<file path="src/rtl/demux_pkg.sv">
// ----------------------------------------------------------------------------
// demux_pkg
// Shared definitions for the registered 1-to-2 stream demultiplexer.
//   BR0 / BR1        : select values for branch 0 and branch 1
//   branch_state_e   : per-branch holding-register state (EMPTY / FULL)
// Optional feature macro used by the design files: DEMUX_COUNT_EN
// ----------------------------------------------------------------------------
package demux_pkg;

  localparam logic BR0 = 1'b0;
  localparam logic BR1 = 1'b1;

  // The state bit doubles as the branch Valid output.
  typedef enum logic {
    ST_EMPTY = 1'b0,
    ST_FULL  = 1'b1
  } branch_state_e;

endpackage : demux_pkg

</file>
<file path="src/rtl/demux_branch_reg.sv">
// ----------------------------------------------------------------------------
// demux_branch_reg
// One output branch of the stream demultiplexer: a one-entry holding register
// with its EMPTY/FULL state, the branch ready equation and an optional
// drain-handshake counter (enabled by macro DEMUX_COUNT_EN).
//
// Ports
//   clk        in   system clock, rising edge
//   rst_n      in   synchronous active-low reset
//   Load       in   write Load_Data into the holding register this cycle
//   Load_Data  in   WIDTH  word to capture
//   Valid      out  holding register full (state bit)
//   Ready      in   downstream consumer accepts
//   Data       out  WIDTH  held word
//   Rdy        out  branch can take a new word this cycle
//   Cnt        out  CNT_W  completed drain handshakes (0 when feature disabled)
// ----------------------------------------------------------------------------
module demux_branch_reg
  import demux_pkg::*;
#(
  parameter int WIDTH = 32,
  parameter int CNT_W = 16
) (
  input  logic             clk,
  input  logic             rst_n,
  input  logic             Load,
  input  logic [WIDTH-1:0] Load_Data,
  output logic             Valid,
  input  logic             Ready,
  output logic [WIDTH-1:0] Data,
  output logic             Rdy,
  output logic [CNT_W-1:0] Cnt
);

  branch_state_e    r_state;
  branch_state_e    w_state_nxt;
  logic [WIDTH-1:0] r_data;
  logic             w_drain;

  // State register and holding register.
  always_ff @(posedge clk) begin
    if (!rst_n) begin
      r_state <= ST_EMPTY;
      r_data  <= '0;
    end else begin
      r_state <= w_state_nxt;
      if (Load) begin
        r_data <= Load_Data;
      end
    end
  end

  // Next-state logic. A load wins over a drain so that a same-cycle
  // drain+load keeps the branch FULL with the new word.
  always_comb begin
    w_state_nxt = r_state;
    w_drain     = (r_state == ST_FULL) && Ready;
    if (Load) begin
      w_state_nxt = ST_FULL;
    end else if (w_drain) begin
      w_state_nxt = ST_EMPTY;
    end
  end

  // Ready when there is room, or when the current word leaves this cycle.
  assign Rdy   = (r_state == ST_EMPTY) || Ready;
  assign Valid = (r_state == ST_FULL);
  assign Data  = r_data;

`ifdef DEMUX_COUNT_EN
  logic [CNT_W-1:0] r_cnt;

  // Counts output handshakes only; wraps naturally at all-ones.
  always_ff @(posedge clk) begin
    if (!rst_n) begin
      r_cnt <= '0;
    end else if (w_drain) begin
      r_cnt <= r_cnt + 1'b1;
    end
  end

  assign Cnt = r_cnt;
`else
  assign Cnt = '0;
`endif

endmodule : demux_branch_reg

</file>
<file path="src/rtl/demux_1to2_stream.sv">
// ----------------------------------------------------------------------------
// demux_1to2_stream
// Registered 1-to-2 demultiplexer for a valid/ready stream. Each input word is
// routed by In_Sel into one of two independent one-entry branch registers, so
// a stalled consumer on one branch never disturbs the other branch.
// Optional per-branch handshake counters: macro DEMUX_COUNT_EN.
//
// Ports
//   clk         in   system clock, rising edge
//   rst_n       in   synchronous active-low reset
//   In_Valid    in   upstream word valid
//   In_Ready    out  selected branch can take the word (no path from In_Valid)
//   In_Sel      in   0 -> Out0, 1 -> Out1; stable while In_Valid=1
//   In_Data     in   WIDTH  upstream word
//   Out0_Valid  out  branch-0 register full
//   Out0_Ready  in   branch-0 consumer accepts
//   Out0_Data   out  WIDTH  branch-0 word
//   Out1_Valid  out  branch-1 register full
//   Out1_Ready  in   branch-1 consumer accepts
//   Out1_Data   out  WIDTH  branch-1 word
//   Cnt0        out  CNT_W  branch-0 drain handshakes (0 when disabled)
//   Cnt1        out  CNT_W  branch-1 drain handshakes (0 when disabled)
// ----------------------------------------------------------------------------
module demux_1to2_stream
  import demux_pkg::*;
#(
  parameter int WIDTH = 32,
  parameter int CNT_W = 16
) (
  input  logic             clk,
  input  logic             rst_n,
  input  logic             In_Valid,
  output logic             In_Ready,
  input  logic             In_Sel,
  input  logic [WIDTH-1:0] In_Data,
  output logic             Out0_Valid,
  input  logic             Out0_Ready,
  output logic [WIDTH-1:0] Out0_Data,
  output logic             Out1_Valid,
  input  logic             Out1_Ready,
  output logic [WIDTH-1:0] Out1_Data,
  output logic [CNT_W-1:0] Cnt0,
  output logic [CNT_W-1:0] Cnt1
);

  logic w_rdy0;
  logic w_rdy1;
  logic w_accept;
  logic w_load0;
  logic w_load1;

  // In_Ready depends only on select and branch state/ready, never In_Valid.
  assign In_Ready = (In_Sel == BR1) ? w_rdy1 : w_rdy0;
  assign w_accept = In_Valid && In_Ready;

  // Exactly one branch is loaded per accepted word.
  assign w_load0  = w_accept && (In_Sel == BR0);
  assign w_load1  = w_accept && (In_Sel == BR1);

  demux_branch_reg #(
    .WIDTH (WIDTH),
    .CNT_W (CNT_W)
  ) u_br0 (
    .clk       (clk),
    .rst_n     (rst_n),
    .Load      (w_load0),
    .Load_Data (In_Data),
    .Valid     (Out0_Valid),
    .Ready     (Out0_Ready),
    .Data      (Out0_Data),
    .Rdy       (w_rdy0),
    .Cnt       (Cnt0)
  );

  demux_branch_reg #(
    .WIDTH (WIDTH),
    .CNT_W (CNT_W)
  ) u_br1 (
    .clk       (clk),
    .rst_n     (rst_n),
    .Load      (w_load1),
    .Load_Data (In_Data),
    .Valid     (Out1_Valid),
    .Ready     (Out1_Ready),
    .Data      (Out1_Data),
    .Rdy       (w_rdy1),
    .Cnt       (Cnt1)
  );

endmodule : demux_1to2_stream

</file>
<file path="config.mk">
export PLATFORM = sky130hd
export DESIGN_NAME = demux_1to2_stream
export DESIGN_NICKNAME = d
export VERILOG_FILES = /design/src/rtl/demux_pkg.sv /design/src/rtl/demux_branch_reg.sv /design/src/rtl/demux_1to2_stream.sv
export SDC_FILE = /design/constraint.sdc
export NUM_CORES = 1
export LEC_CHECK = 0
export BUFFER_PORTS_ARGS = -buffer_cell sky130_fd_sc_hd__buf_2
export CORE_MARGIN = 4
export CORE_UTILIZATION = 46
export DETAILED_ROUTE_END_ITERATION = 8
export GPL_TIMING_DRIVEN = 0
export PLACE_DENSITY = 0.91
export SYNTH_ARGS = -nofsm -noshare
export SYNTH_HDL_FRONTEND = slang
export SYNTH_SLANG_ARGS = --single-unit
</file>
<file path="constraint.sdc">
create_clock -name clk -period 1.3 [get_ports clk]
set_input_delay 0.13 -clock clk [delete_from_list [all_inputs] [get_ports clk]]
set_output_delay 0.13 -clock clk [all_outputs]
set_load 0.03 [all_outputs]
</file>
==> summary.md <==
| Metric | Value |
|---|---|
| Largest buffer count on any clock path | 2 |
| Power per cell area | 1300 mW/mm^2 |
| Min setup slack post-route | -0.0185 ns |
| Number of unique standard cell types used by synthesis | 14 |
| Critical path data arrival time | 1.19 ns |
| Overall die width | 86.5 um |
| Clock transition at the register clock pins on the worst setup and hold paths after CTS | 0.07 ns |
| Total negative setup slack | -0.0185 ns |
| Hold Violations, Final | 0 |
| Worst vdd rail ir drop | 0.000914 V |
| Die Y | 86.5 um |
| Complex-gate fraction of the synthesized area | 0.00530 |
| Later-pin clock latency in the skew report | 0.33 ns |
| Via count of the first global-routing pass | about 2.3k |
| Antenna diode count | 0 |
| Fin Clk Skew | 0.00821 ns |
| Total of buffers placed on input and output ports | approximately 100 |
| Leading area contributor after synthesis | sky130_fd_sc_hd__dfxtp_1 |
| Sum of routed wire length over all layers | about 6700 um |
| Critical Path Fanout Max | 3 |
| Number of max-slew violations in the final report | 0 |
| Clk Tree Root Cell | sky130_fd_sc_hd__clkbuf_8 |
| Mapped Cells | around 290 |
| Most common library cell in the layout ignoring fill and taps | sky130_fd_sc_hd__buf_2 |
| Capturing element type of the critical path | output pin |
| RSZ-0062 raised after global routing | yes |
| Cts bufs inserted | 9 |
| Iteration-0 DRC count of the detailed router | 56 |
| Fraction of layout instances using a drive strength above 1 | 0.393 |
| Number of warnings printed during yosys synthesis | 0 |
| Post-Synthesis Mean Instance Area | 9.95 um^2 |
| CTS sink count | 66 |
| Total routing usage reported by global routing | 0.178 |
| Area fraction in and, or, nand and nor cells after synthesis | 0.148 |
| Setup-violating endpoint count in the final report | 1 |
| Mean number of vias per cell | 4.51 |
| Fraction of the yosys area taken by sequential cells | 0.466 |
| Standard cell core area | 0.00596 mm^2 |
| Startpoint-to-endpoint class of the critical path | reg -> out |
| Period Utilization, post-route | 1.01 |
| Core Util, Final | 0.639 |
| Critical path required time | 1.17 ns |
| Largest net degree at the start of global routing | 11 |
| Violated checks | setup timing |
| Hold bufs inserted after CTS | 0 |
| Remaining design rule violation count | 0 |
| Largest cells by area after synthesis | sky130_fd_sc_hd__dfxtp_1 47%, sky130_fd_sc_hd__mux2i_1 23%, sky130_fd_sc_hd__nand2_1 13% |
| Half-perimeter wire length after detailed placement | between 5000 and 6000 um |
| Multi-input logic area | 0.00121 mm^2 |
| DR WL/cell | 13.0 um |
| Number of top-level design ports | 137 |
| Layout filler cell count | 507 |
| First-pass GRT wire length | 10,500 um |
| DRT Pass-1 Iters | 4 |
| Startpoint Class | register |
| Total overflow reported by the global router | 0 |
| Post-Synth XOR/XNOR Area | 0 |
| Number of flip-flops and latches in the synthesized netlist | 66 |
| Mux cell area share after synthesis | 0.229 |
| Final #Nets | roughly 470 |
| Area taken by flip-flops and latches | 0.00132 mm^2 |
| Total power draw | a little under 5 mW |
| H-tree levels | 3 |
| Area grow syn2layout | 34.2% |
| Minimum clock period after layout | 1.32 ns |
| Largest family of logic cells by synthesized area | multiplexers |
| Routed vias | 2,312 |
| Most frequent cells in the layout | 108 x sky130_fd_sc_hd__buf_2, 97 x sky130_fd_sc_hd__nand2_1, 65 x sky130_fd_sc_hd__mux2i_1 |
| Post-synthesis instance area | approximately 0.0028 mm^2 |
| Static Leak | 1.93 nW |
| Rows | 28 |
| Fraction of post-synthesis cell area in the top cell type by area | 0.466 |
| Overall die area | 0.00748 mm^2 |
| Tightest Hold Check Type | in -> reg |
| Number of max-cap violations | 0 |
| GPL Wtd Cong | 0.756 |
| Result of the run | finished, violations left |
| Post-detailed-route count of antenna-violating nets | 0 |
| Maximum clock frequency | 0.758 GHz |
| Synth Area in Adders | 0 |
| Antenna violations before repair | 0 |
| CTS tree | done |
| Starting Density | 0.476 |
==> timing repair <==
action | in CTS | in global routing
hold endpoints to repair | 0 | 0
pin swaps | 0 | 1
gates resized for setup | 2 | 0
buffers inserted | 1 | 2
gates cloned | 0 | 0
endpoints found under the setup margin | 1 | 31
==> layout make-up <==
class,count,share of cell area
multi-input combinational,200,0.317
clock inverter,1,0.00789
timing repair buffer,106,0.142
clock buffer,15,0.0490
sequential,66,0.348
tap,75,0.0247
buffer,50,0.111
==> stage by stage <==
stage                     std cells  hold slack, ns  area [um^2]  setup WS [ns]
after floorplan                 316           0.295         2950         0.0206
after global placement          494           0.404         3560          0.119
after detailed placement        494           0.414         3560         0.0478
after CTS                       511          0.0576         3790       -0.00903
after global routing            513          0.0651         3800        -0.0434
final                           513          0.0711         3800        -0.0185
==> path summary, 6_finish.rpt <==
check / startpoint / cells after the start / slack, ns / endpoint
max reg2reg: u_br0.Valid$_SDFFE_PN0P_ / 5 / 0.08 / u_br0.Data[4]$_SDFFE_PN0P_
max: u_br1.Valid$_SDFFE_PN0P_ / 3 / -0.02 / In_Ready
min reg2reg: u_br1.Data[18]$_SDFFE_PN0P_ / 2 / 0.45 / u_br1.Data[18]$_SDFFE_PN0P_
min: In_Data[21] / 3 / 0.07 / u_br0.Data[21]$_SDFFE_PN0P_
==> cells by family (layout without fill, tap and decap cells) <==
family | Yosys count | count (layout)
AO/OA/AOI/OAI | 2 | 2
buffers and inverters | 50 | 172
multiplexers | 65 | 65
flip-flops | 66 | 66
AND/OR/NAND/NOR | 101 | 101
other | 1 | 32
==> cell usage after synthesis <==
master,number
sky130_fd_sc_hd__nand2_1,97
sky130_fd_sc_hd__dfxtp_1,66
sky130_fd_sc_hd__mux2i_1,65
sky130_fd_sc_hd__buf_4,33
sky130_fd_sc_hd__buf_12,6
sky130_fd_sc_hd__buf_2,6
sky130_fd_sc_hd__clkbuf_1,4
sky130_fd_sc_hd__o21a_1,2
sky130_fd_sc_hd__and2b_4,1
sky130_fd_sc_hd__buf_6,1
sky130_fd_sc_hd__conb_1,1
sky130_fd_sc_hd__nor2_8,1
sky130_fd_sc_hd__nor2b_4,1
sky130_fd_sc_hd__nor3b_2,1
==> where the power goes <==
part           switching [mW]  total [mW]  internal [mW]  leakage (nW)
Sequential             0.0519        2.18           2.13         0.541
Clock                   0.735        1.83           1.10         0.110
Combinational           0.599       0.939          0.339          1.28
Total                    1.39        4.96           3.57          1.93
==> critical path, stage by stage (launching register included) <==
cell and delay (ns):
sky130_fd_sc_hd__dfxtp_2 0.32, sky130_fd_sc_hd__and2b_4 0.18, sky130_fd_sc_hd__mux2i_1 0.16, sky130_fd_sc_hd__buf_4 0.19
==> sequential cells by signal (all words and copies together), names as in the netlist <==
| signal | count |
|---|---|
| u_br1.Data | 32 |
| u_br1.Valid | 1 |
| u_br0.Data | 32 |
| u_br0.Valid | 1 |
==> per-layer routing <==
metal | global-route usage | part of all wire | routed length (um)
met4 | 0.0751 | 0.018 | 123
met1 | 0.207 | 0.40 | 2670
met5 | 0 | 0 | 0
met3 | 0.0390 | 0.082 | 548
met2 | 0.314 | 0.50 | 3310
Power figures use the tool's default switching activity.
